<file path="src/rtl/snn_pkg.sv">
// ---------------------------------------------------------------------------
// snn_pkg
// Shared definitions for the SNN phase scheduler block:
//   SNN_VEC_W   - width of one spike vector (one bit per input neuron)
//   snn_state_t - scheduler state encoding
//   snn_max     - elaboration-time max of two integers
//   snn_width   - bit width needed to hold values 0..n-1 (minimum 1)
// ---------------------------------------------------------------------------
package snn_pkg;

   localparam int SNN_VEC_W = 42;

   typedef enum logic [2:0] {
      ST_IDLE  = 3'd0,
      ST_GAP   = 3'd1,
      ST_FETCH = 3'd2,
      ST_EMIT  = 3'd3,
      ST_HOLD  = 3'd4,
      ST_DONE  = 3'd5
   } snn_state_t;

   function automatic int snn_max(input int a, input int b);
      return (a > b) ? a : b;
   endfunction

   function automatic int snn_width(input int n);
      return (n > 1) ? $clog2(n) : 1;
   endfunction

endpackage

</file>
<file path="src/rtl/snn_delay_counter.sv">
// ---------------------------------------------------------------------------
// snn_delay_counter
// Down-counter shared by the GAP and HOLD phases. A load presets the count
// to (phase length - 1); the count then decrements once per cycle unless
// paused, and sticks at zero. Expire is the terminal-count compare, so a
// phase of length L lasts L cycles from the cycle after the load.
// Ports:
//   i_clk       clock
//   i_rst_n     asynchronous active-low reset (count cleared)
//   i_load      preset the count this cycle (has priority over pause)
//   i_load_val  preset value
//   i_pause     hold the current count
//   o_expire    count has reached zero
// ---------------------------------------------------------------------------
module snn_delay_counter #(
   parameter int P_W = 4
) (
   input  logic           i_clk,
   input  logic           i_rst_n,
   input  logic           i_load,
   input  logic [P_W-1:0] i_load_val,
   input  logic           i_pause,
   output logic           o_expire
);

   logic [P_W-1:0] cnt_q;

   always_ff @(posedge i_clk or negedge i_rst_n) begin
      if (!i_rst_n) begin
         cnt_q <= '0;
      end else if (i_load) begin
         cnt_q <= i_load_val;
      end else if (!i_pause && (cnt_q != '0)) begin
         cnt_q <= cnt_q - P_W'(1);
      end
   end

   assign o_expire = (cnt_q == '0);

endmodule

</file>
<file path="src/rtl/snn_phase_scheduler.sv">
// ---------------------------------------------------------------------------
// snn_phase_scheduler
// Sequences spike-vector presentation to the network: for every frame
// (pattern set) and every epoch within it, waits an idle gap, then reads each
// pattern-memory word in turn, emits it for one cycle and follows it with a
// run of zero vectors. STDP learning is enabled only during frame 0.
//
//   state | meaning
//   ------+------------------------------------------------------------
//   IDLE  | waiting for i_start; last frame/epoch/addr still visible
//   GAP   | idle cycles before an epoch (pausable)
//   FETCH | o_rd_en high for the current address
//   EMIT  | memory data presented on o_spike_vec for one cycle
//   HOLD  | zero vectors after an emission (pausable), then advance
//   DONE  | one-cycle o_done pulse, then back to IDLE
//
// Ports:
//   i_clk, i_rst_n   clock, asynchronous active-low reset
//   i_start          run request (ignored unless IDLE)
//   i_pause          freezes GAP/HOLD timing
//   o_rd_en, o_addr  pattern-memory read strobe and address
//   o_frame          pattern-set select
//   i_rd_data        memory data, valid the cycle after o_rd_en
//   o_spike_vec      spike vector to the network (zero outside EMIT)
//   o_learn_en       STDP enable
//   o_epoch          current epoch, 1-based
//   o_busy, o_done   activity flag, end-of-run pulse
// ---------------------------------------------------------------------------
module snn_phase_scheduler
   import snn_pkg::*;
#(
   parameter int P_TEST_LEN     = 9000,
   parameter int P_PATTERN_GAP  = 100,
   parameter int P_SPIKE_GAP    = 3,
   parameter int P_EPOCHS_TRAIN = 100,
   parameter int P_EPOCHS_TEST  = 50,
   parameter int P_FRAMES       = 4
) (
   input  logic                                i_clk,
   input  logic                                i_rst_n,
   input  logic                                i_start,
   input  logic                                i_pause,
   output logic                                o_rd_en,
   output logic [snn_width(P_TEST_LEN)-1:0]    o_addr,
   output logic [1:0]                          o_frame,
   input  logic [SNN_VEC_W-1:0]                i_rd_data,
   output logic [SNN_VEC_W-1:0]                o_spike_vec,
   output logic                                o_learn_en,
   output logic [$clog2(P_EPOCHS_TRAIN):0]     o_epoch,
   output logic                                o_busy,
   output logic                                o_done
);

   localparam int AW       = snn_width(P_TEST_LEN);
   localparam int EW       = $clog2(P_EPOCHS_TRAIN) + 1;
   // A zero spike gap still gets one HOLD cycle.
   localparam int HOLD_LEN = snn_max(P_SPIKE_GAP, 1);
   localparam int CW       = snn_width(snn_max(P_PATTERN_GAP, HOLD_LEN));

   localparam logic [CW-1:0] GAP_LOAD   = CW'((P_PATTERN_GAP > 0) ? (P_PATTERN_GAP - 1) : 0);
   localparam logic [CW-1:0] HOLD_LOAD  = CW'(HOLD_LEN - 1);
   localparam logic [AW-1:0] ADDR_LAST  = AW'(P_TEST_LEN - 1);
   localparam logic [EW-1:0] EPOCH_ONE  = EW'(1);
   localparam logic [EW-1:0] EPOCH_TRN  = EW'(P_EPOCHS_TRAIN);
   localparam logic [EW-1:0] EPOCH_TST  = EW'(P_EPOCHS_TEST);
   localparam logic [1:0]    FRAME_LAST = 2'(P_FRAMES - 1);
   localparam bit            GAP_SKIP   = (P_PATTERN_GAP == 0);

   snn_state_t     state_q, state_d;
   logic [AW-1:0]  addr_q, addr_d;
   logic [1:0]     frame_q, frame_d;
   logic [EW-1:0]  epoch_q, epoch_d;
   logic [EW-1:0]  epoch_lim;
   logic           enter_gap;
   logic           cnt_load;
   logic [CW-1:0]  cnt_load_val;
   logic           cnt_pause;
   logic           cnt_expire;
   logic           timed_state;

   assign timed_state = (state_q == ST_GAP) || (state_q == ST_HOLD);
   // Pause only matters where a delay is being timed.
   assign cnt_pause   = i_pause && timed_state;
   assign epoch_lim   = (frame_q == 2'd0) ? EPOCH_TRN : EPOCH_TST;

   snn_delay_counter #(
      .P_W (CW)
   ) u_delay (
      .i_clk      (i_clk),
      .i_rst_n    (i_rst_n),
      .i_load     (cnt_load),
      .i_load_val (cnt_load_val),
      .i_pause    (cnt_pause),
      .o_expire   (cnt_expire)
   );

   always_ff @(posedge i_clk or negedge i_rst_n) begin
      if (!i_rst_n) begin
         state_q <= ST_IDLE;
         addr_q  <= '0;
         frame_q <= 2'd0;
         epoch_q <= EPOCH_ONE;
      end else begin
         state_q <= state_d;
         addr_q  <= addr_d;
         frame_q <= frame_d;
         epoch_q <= epoch_d;
      end
   end

   always_comb begin
      state_d      = state_q;
      addr_d       = addr_q;
      frame_d      = frame_q;
      epoch_d      = epoch_q;
      enter_gap    = 1'b0;
      cnt_load     = 1'b0;
      cnt_load_val = '0;

      unique case (state_q)
         ST_IDLE: begin
            if (i_start) begin
               addr_d    = '0;
               frame_d   = 2'd0;
               epoch_d   = EPOCH_ONE;
               enter_gap = 1'b1;
            end
         end
         ST_GAP: begin
            if (!i_pause && cnt_expire) begin
               state_d = ST_FETCH;
            end
         end
         ST_FETCH: begin
            state_d = ST_EMIT;
         end
         ST_EMIT: begin
            state_d      = ST_HOLD;
            cnt_load     = 1'b1;
            cnt_load_val = HOLD_LOAD;
         end
         ST_HOLD: begin
            if (!i_pause && cnt_expire) begin
               if (addr_q != ADDR_LAST) begin
                  addr_d  = addr_q + AW'(1);
                  state_d = ST_FETCH;
               end else begin
                  addr_d = '0;
                  if (epoch_q < epoch_lim) begin
                     epoch_d   = epoch_q + EW'(1);
                     enter_gap = 1'b1;
                  end else if (frame_q < FRAME_LAST) begin
                     frame_d   = frame_q + 2'd1;
                     epoch_d   = EPOCH_ONE;
                     enter_gap = 1'b1;
                  end else begin
                     state_d = ST_DONE;
                  end
               end
            end
         end
         ST_DONE: begin
            state_d = ST_IDLE;
         end
         default: begin
            state_d = ST_IDLE;
         end
      endcase

      // A zero-length gap bypasses GAP entirely so no cycle is spent there.
      if (enter_gap) begin
         if (GAP_SKIP) begin
            state_d = ST_FETCH;
         end else begin
            state_d      = ST_GAP;
            cnt_load     = 1'b1;
            cnt_load_val = GAP_LOAD;
         end
      end
   end

   assign o_rd_en     = (state_q == ST_FETCH);
   assign o_spike_vec = (state_q == ST_EMIT) ? i_rd_data : '0;
   assign o_busy      = (state_q != ST_IDLE);
   assign o_done      = (state_q == ST_DONE);
   assign o_learn_en  = (frame_q == 2'd0) && (state_q != ST_IDLE) && (state_q != ST_DONE);
   assign o_addr      = addr_q;
   assign o_frame     = frame_q;
   assign o_epoch     = epoch_q;

endmodule

</file>
<file path="config.mk">
export PLATFORM = sky130hd
export DESIGN_NAME = snn_phase_scheduler
export DESIGN_NICKNAME = d
export VERILOG_FILES = /design/src/rtl/snn_pkg.sv /design/src/rtl/snn_delay_counter.sv /design/src/rtl/snn_phase_scheduler.sv
export SDC_FILE = /design/constraint.sdc
export NUM_CORES = 1
export LEC_CHECK = 0
export CAP_MARGIN = 20
export CORE_MARGIN = 2
export CORE_UTILIZATION = 35
export DETAILED_ROUTE_END_ITERATION = 10
export MAX_ROUTING_LAYER = met4
export PLACE_DENSITY = 0.78
export SLEW_MARGIN = 20
export SYNTH_ARGS = -nofsm -noshare
export SYNTH_HDL_FRONTEND = slang
export SYNTH_SLANG_ARGS = --single-unit
export TNS_END_PERCENT = 1
</file>
<file path="constraint.sdc">
create_clock -name i_clk -period 5.8 [get_ports i_clk]
set_clock_uncertainty 0.2 [all_clocks]
set_input_delay 0.87 -clock i_clk [delete_from_list [all_inputs] [get_ports i_clk]]
set_output_delay 0.87 -clock i_clk [all_outputs]
set_load 0.005 [all_outputs]
</file>
==> metrics, run 1 <==
DR vias 2405; average size of a mapped cell 9.03 um2; Yosys Warn Count 0; RD Place Congestion 0.808; first-pass GRT wire length 11500 um; fin nets 429; #FFs+latches synth 34; Sum Neg Setup Slack 0 ns; DRT Pass-1 Iters 4; drt wl/cell 16.6 um; max-cap violations 0; clock latency on the worst-skew pair 0.30 ns; Synth Cell Area 0.00241 mm2; CTS Buffer Depth 2; RSZ-0062 raised after global routing no; DRC viols 0; cell row count 30; critical path class flop to primary output; EDFF count, synth 0; vias per cell 5.27; grt ovf 0; Layout Area Growth over Synthesis 53.6%; DP HPWL 5590 um; sequential fraction of the synthesis area 35.4%; Max-slew headroom 26.0%; largest net degree at the start of global routing 50; Max Slew Vio Count 0; Total Power 0.777 mW; overall global routing resource usage 19.9%; leading cell type in the layout, fill and taps excluded clkdlybuf4s50_1; DRT Wirelength 7550 um; CP Capture Type primary output; # fillers 594; most frequent cells in the layout clkdlybuf4s50_1 (115), and3_1 (43), dfrtp_1 (32); Hold Fails Final Rpt 0; Root Buffer clkbuf_8; Die ar. 0.00756 mm2; Setup violations, final 0; Clock Sink Count 34; Initial Utilization 35.9%; Post-Synthesis Cells 267; TritonCTS clock tree built; CTS Hold Bufs 0; DR iter-0 viols 126; Die Ht 87.0 um; top_reg_cell synth dfrtp_1; initial antenna violation count 0; crit path time final 3.59 ns; Leakage 1.58 nW; asr flop ratio synth 100%; pwr dens 210 mW/mm2; Critical Path RT 4.73 ns; Worst Max-Slew Pin Slew 1.11 ns; layout cells sized above 1 8.78%; die width 87.0 um; Netlist cell types 55; Num CTS Buffers 5; postcts setup bufs 0; VDD IR max 0.127 mV; crit start category flop; net count after synthesis 321; H-tree levels 2; clk slew on worst S/H paths 0.07 ns; vias in the first global route 2219; status completed; largest fanout on the critical path 45; Diodes inserted 0; Fmax 0.279 GHz; Min Hold Slack 0.348 ns; boundary pin count 116; min-delay worst type flop to flop; area of the core 0.00672 mm2; Final ANT Viol Nets 0; Final Cycle Share 61.9%; Arr. time, crit path 2.52 ns; post-cts resize count 0; # port buffers 115
-- metal layers --
metal	global-route usage, %	share of wire (%)	vias up
li1	-	-	1208
met1	29.4	48	1134
met2	28.2	47	51
met3	3.70	3.4	12
met4	4.83	1.4	0
met5	-	0	-
-- power by group --
group	internal [mW]	switching, mW
logic	0.130	0.136
clock network	0.0958	0.0906
registers	0.273	0.0507
-- cell type report --
type                    instances  area (um2)  area share (%)
multi-input cells             208        1460            39.4
flip-flops and latches         34         853            23.1
repair buffers                117        1170            31.5
well taps                      80         100            2.70
inverters                       9        33.8           0.913
clock inverters                 1        5.00           0.135
clock buffers                   7        86.3            2.33
-- final timing paths --
check	from	to	slack, ns	cells after the start
max in group asynchronous	i_rst_n	o_epoch[0]	4.28	2
min reg2reg	o_epoch[7]	o_epoch[7]	0.35	2
min	o_epoch[7]	o_epoch[7]	0.35	2
max reg2reg	state_q[1]	o_epoch[2]	2.64	6
max	state_q[2]	o_spike_vec[24]	2.21	3
min in group asynchronous	i_rst_n	o_addr[0]	0.77	2
-- state kept, by name (all words and copies together), names as in the netlist --
name,count
u_delay.cnt_q,7
state_q,3
o_frame,2
o_epoch,8
o_addr,14
-- logic make-up (layout without fill, tap and decap cells) --
| family | Yosys count | count (layout) | synth area share (%) |
|---|---|---|---|
| xor gates and xnor gates | 14 | 14 | 5.09 |
| and+or+nand+nor | 140 | 140 | 38.3 |
| AOI/OAI and AO/OA | 44 | 44 | 12.0 |
| DFF | 34 | 34 | 35.4 |
| adders and majority gates | 8 | 8 | 4.15 |
| buffers and inverters | 25 | 134 | 4.21 |
| muxes | 2 | 2 | 0.883 |
-- worst max-delay path: stages, from the launching register on --
cell	delay, ns
dfrtp_1	0.45
and2b_1	0.96
and3_1	0.28
clkdlybuf4s50_1	0.52
-- cells in the mapped netlist, drive strengths merged, types with 8 or more instances --
library cell,n,area [um2]
and3,43,269
nor2,15,56.3
a21oi,12,63.8
nor3,10,71.3
inv,9,33.8
clkbuf,12,45.0
ha,8,100
nand3,8,40.0
dfrtp,33,826
o21ai,14,73.8
xnor2,10,87.6
nand2,18,67.6
-- through the flow --
| step | instance area (um2) | utilization, % | setup WS, ns | std cells |
|---|---|---|---|---|
| finish | 3700 | 55.1 | 2.21 | 456 |
| global route | 3700 | 55.1 | 2.11 | 456 |
| CTS | 3700 | 55.1 | 2.22 | 456 |
| detailed placement | 3610 | 53.7 | 2.44 | 448 |
| global placement | 3610 | 53.7 | 2.51 | 448 |
| floorplan | 2410 | - | 3.29 | 267 |
(Power assumes the default switching activity.)
==> run 2: changes to the inputs <==
==> constraint.sdc (replaced) <==
create_clock -name i_clk -period 3.35 [get_ports i_clk]
set_clock_uncertainty 0.2 [all_clocks]
set_input_delay 0.5025 -clock i_clk [delete_from_list [all_inputs] [get_ports i_clk]]
set_output_delay 0.5025 -clock i_clk [all_outputs]
set_load 0.005 [all_outputs]
==> metrics, run 2 (synthesis results as in run 1) <==
placed insts 451; worst-path cell with the longest stage delay and2b_1; Final Cycle Share 94.4%; die width 87.0 um; area of the core 0.00672 mm2; layout cells sized above 1 9.23%; crit path time final 3.16 ns; top layer in use met4; Root Buffer clkbuf_8; Sum Neg Setup Slack 0 ns; Die ar. 0.00756 mm2; H-tree levels 2; Hold Fails Final Rpt 0; DRT Wirelength 7510 um; Arr. time, crit path 2.46 ns; post-cts resize count 0; critical path class flop to primary output; drt wl/cell 16.4 um; DP HPWL 5680 um; post-layout util 55.4%; Die Ht 87.0 um; boundary pin count 116; Layout Area Growth over Synthesis 54.5%; worst setup margin 0.186 ns; met2 WL 3750 um; leading cell type in the layout, fill and taps excluded clkdlybuf4s50_1; # port buffers 115; max-cap violations 0; Critical Path RT 2.65 ns; postcts setup bufs 0; largest fanout on the critical path 45; CP Capture Type primary output; initial antenna violation count 0; clock latency on the worst-skew pair 0.29 ns; Buffers & Inverters on Critical Path 1; pre-CTS WS 0.522 ns; RSZ-0062 raised after global routing no; max reg flops 14; final cell count without fillers 459; Fmax 0.316 GHz; cell row count 30; fin nets 432; crit-path leading delay family simple AND/OR/NAND/NOR gates; Leakage 1.60 nW; CTS Hold Bufs 0; DR vias 2428; first-pass GRT wire length 11500 um; most frequent cells in the layout clkdlybuf4s50_1 (115), and3_1 (43), dfrtp_1 (33); Clock Sink Count 34; CTS Buffer Depth 2; grt ovf 0; RD Place Congestion 0.942; largest net degree at the start of global routing 46; Initial Utilization 35.9%; DRC viols 0; Max-slew headroom 32.8%; Num CTS Buffers 5; vias in the first global route 2206; Final ANT Viol Nets 0; DR iter-0 viols 118; TritonCTS clock tree built; Setup violations, final 0; Diodes inserted 0; Max Slew Vio Count 0; Worst Max-Slew Pin Slew 1.01 ns; final instance area 0.00372 mm2; Post-DP Area 0.00363 mm2; vias per cell 5.29; pwr dens 365 mW/mm2; met3 wire length 206 um; crit start category flop; critical-path cell list and2b_1, and3_1, clkdlybuf4s50_1; VDD IR max 0.194 mV; clk slew on worst S/H paths 0.08 ns; DRT Pass-1 Iters 4; overall global routing resource usage 19.6%; min-delay worst type flop to flop; WL met1 3530 um; status completed; CP max stage delay 0.89 ns
run 2: changes by cell type in the layout (fill, tap and decap cells not counted), sizes merged:
cell  change
buf       +3
run 2: area by class of cell:
| type | instances | area [um2] |
|---|---|---|
| clock inverter | 1 | 5.00 |
| tap | 80 | 100 |
| sequential | 34 | 852 |
| fill | 605 | 3000 |
| clock buffer | 7 | 86.3 |
| inverter | 9 | 33.8 |
| timing repair buffer | 120 | 1190 |
| multi-input combinational | 208 | 1460 |
run 2: worst min-delay path, stage by stage, from the launching register on:
cell     delay (ns)
dfrtp_1        0.37
a31oi_1        0.05
nor2_1         0.08
run 2: metal layers:
layer,vias to the layer above,track usage (%)
met5,-,-
li1,1211,-
met4,0,3.27
met2,44,29.6
met1,1169,28.2
met3,4,2.84
run 2: worst paths after layout:
check | from | endpoint | slack (ns) | depth (start not counted)
max in group asynchronous | i_rst_n | o_epoch[0] | 2.18 | 2
min in group asynchronous | i_rst_n | o_addr[2] | 0.41 | 2
max reg2reg | o_frame[0] | o_epoch[6] | 0.69 | 8
min reg2reg | o_epoch[7] | o_epoch[7] | 0.35 | 2
max | state_q[2] | o_spike_vec[16] | 0.19 | 3
min | o_epoch[7] | o_epoch[7] | 0.35 | 2
run 2: per-stage QoR:
| stage | total power, mW | hold WS (ns) |
|---|---|---|
| 2_1_floorplan | 0.853 | 0.00691 |
| 6_report | 1.36 | 0.346 |
| 5_1_grt | 1.45 | 0.381 |
| 3_5_place_dp | 1.04 | 0.331 |
| 4_1_cts | 1.37 | 0.346 |
| 3_3_place_gp | 1.02 | 0.333 |
run 2: where the power goes:
| group | internal (mW) | switching, mW | leakage [nW] |
|---|---|---|---|
| logic | 0.235 | 0.244 | 1.10 |
| clock network | 0.166 | 0.156 | 0.0482 |
| registers | 0.473 | 0.0863 | 0.445 |
| total | 0.874 | 0.486 | 1.60 |
==> variant, RTL diff (settings of run 2) <==
The 6 states of `snn_state_t` get a one-hot encoding in 6 bits.
--- a/src/rtl/snn_pkg.sv
+++ b/src/rtl/snn_pkg.sv
@@ -11,11 +11,11 @@
    localparam int SNN_VEC_W = 42;
 
-   typedef enum logic [2:0] {
-      ST_IDLE  = 3'd0,
-      ST_GAP   = 3'd1,
-      ST_FETCH = 3'd2,
-      ST_EMIT  = 3'd3,
-      ST_HOLD  = 3'd4,
-      ST_DONE  = 3'd5
+   typedef enum logic [5:0] {
+      ST_IDLE  = 6'b000001,
+      ST_GAP   = 6'b000010,
+      ST_FETCH = 6'b000100,
+      ST_EMIT  = 6'b001000,
+      ST_HOLD  = 6'b010000,
+      ST_DONE  = 6'b100000
    } snn_state_t;
 
Formal check against the unedited RTL: no difference found for any inputs over 10 cycles, from zero or initial values and one cycle with i_rst_n low; not proved beyond that.
==> variant against run 2 <==
Area after synthesis up 4.8%. Routed wire length decreased by 4.2%. Count of clock-buffer cells in the layout fell by 1. Final area rose by 4.3%. Non-clock buffer count rose by 1. Sequential cell count is 3 higher. Via count is 7.7% higher. Power decreased by 9.6%. Die area is 4.6% higher. Setup slack got worse by 54 ps. Core utilization is 1.1 points higher. Global-route usage down 0.75 points. Largest power group unchanged.
==> variant: results (changes against run 2) <==
- The compound-gate portion of the synthesized area was 15.4% (+3.3 points).
* GRT met3 Usage: 4.62% (+1.8 points)
- Number of cells on the worst reg-to-reg path: 9 (+1)
- Worst Hold Endpoint: u_delay.cnt_q[1]
- Multi-input gate share of total cell area: 39.1% (about the same)
- The total half-perimeter wirelength after legalization and detailed placement came to 5.47 mm (-3.8%).
- Top cells by area in the synthesized netlist: dfrtp_1 35%, and2_1 12%, ha_1 4.0%, o31ai_1 3.3%, nor3_1 3.2%
* Met1 Track Usage GR: 22.5% (-5.7 points)
- The fraction of final layout cells sized beyond drive strength 1 came to 6.80% (-2.4 points).
- The post-synthesis net count is 335 (+4.4%).
* Clk cell area share: 2.13% (-0.33 points)
* Outcome: finished clean
* Footprint of the flip-flops and latches: 928 sq um (+9.0%)
- The worst register-to-register path ends at state_q[1].
- Yosys cell types: 51 (-7.3%)
- The global-route usage over all layers came to 18.8% (-0.75 points).
- Vias after detailed routing: 2614 (+7.7%)
- Number of clock buffers in the layout: 6 (-1)
- Floorplan Core Area: 0.00687 sq mm (+2.2%)
* Clock sinks: 37 (+8.8%)
- The portion of the post-synthesis area used by sequential elements is 36.8% (+1.4 points).
- Routed length on met2: 3.56 mm (-5.0%)
- The final weighted congestion of routability-driven global placement is 0.882 (-6.4%).
- Number of global-route vias before repair: 2547 (+15%)
- Total Nets Final: 450 (+4.2%)
- Leakage power of the design: 1.56 nW (-2.4%)
- Layout fillers: 607 (+0.33%)
* Crit path max-delay cell type: or4_4
- Met1 Routed Length: 3.01 mm (-15%)
- Xor and xnor fraction of the mapped netlist area: 3.12% (-2.0 points)
* Global routing met2 resource utilization: 31.8% (+2.1 points)
- The data-path buffer share of cell area in the final layout came to 30.9% (-1.0 points).
* Hold Path Stages: 1 (-1)
- The worst vdd rail ir drop came to 0.000154 V (-21%).
- Instance area at placement: 0.00378 sq mm (+4.1%)
- The slack of the worst reg-to-reg path is 520 ps (-170 ps).
* Multiplexer fraction of the synthesized cell area: 0.842% (-0.040 points)
- In this run the most critical hold path is launched from u_delay.cnt_q[1].
- The adder-cell area share of the yosys netlist came to 3.96% (-0.19 points).
- The slew at the pin closest to its max-slew limit is 743 ps (-266 ps).
- The largest fanout of any net on the critical path was 21 (-53%).
==> variant: worst max-delay path by stage <==
stage,start,to,slack [ps],cells after the start
finish,state_q[1],o_spike_vec[5],130,5
global route,state_q[1],o_spike_vec[26],30,5
CTS,state_q[1],o_spike_vec[7],10,5
detailed placement,state_q[1],o_spike_vec[7],330,5
global placement,state_q[1],o_spike_vec[7],370,5
floorplan,o_frame[0],o_epoch[3],770,11
==> variant: power breakdown <==
part | switching, mW | internal, mW | leakage (nW)
Clock | 0.154 | 0.144 | 0.0450
Sequential | 0.0520 | 0.495 | 0.491
Combinational | 0.192 | 0.191 | 1.02
Total | 0.399 | 0.831 | 1.56
==> variant: per-stage QoR <==
stage          total power, mW  cells  setup slack, ps  hold WS, ps  util, %
2_1_floorplan            0.778    281              767         6.91        -
3_3_place_gp             0.921    484              365          305     55.0
3_5_place_dp             0.931    484              333          307     55.0
4_1_cts                   1.23    492             10.7          322     56.2
5_1_grt                   1.31    493             31.8          360     56.5
6_report                  1.23    493              133          320     56.5
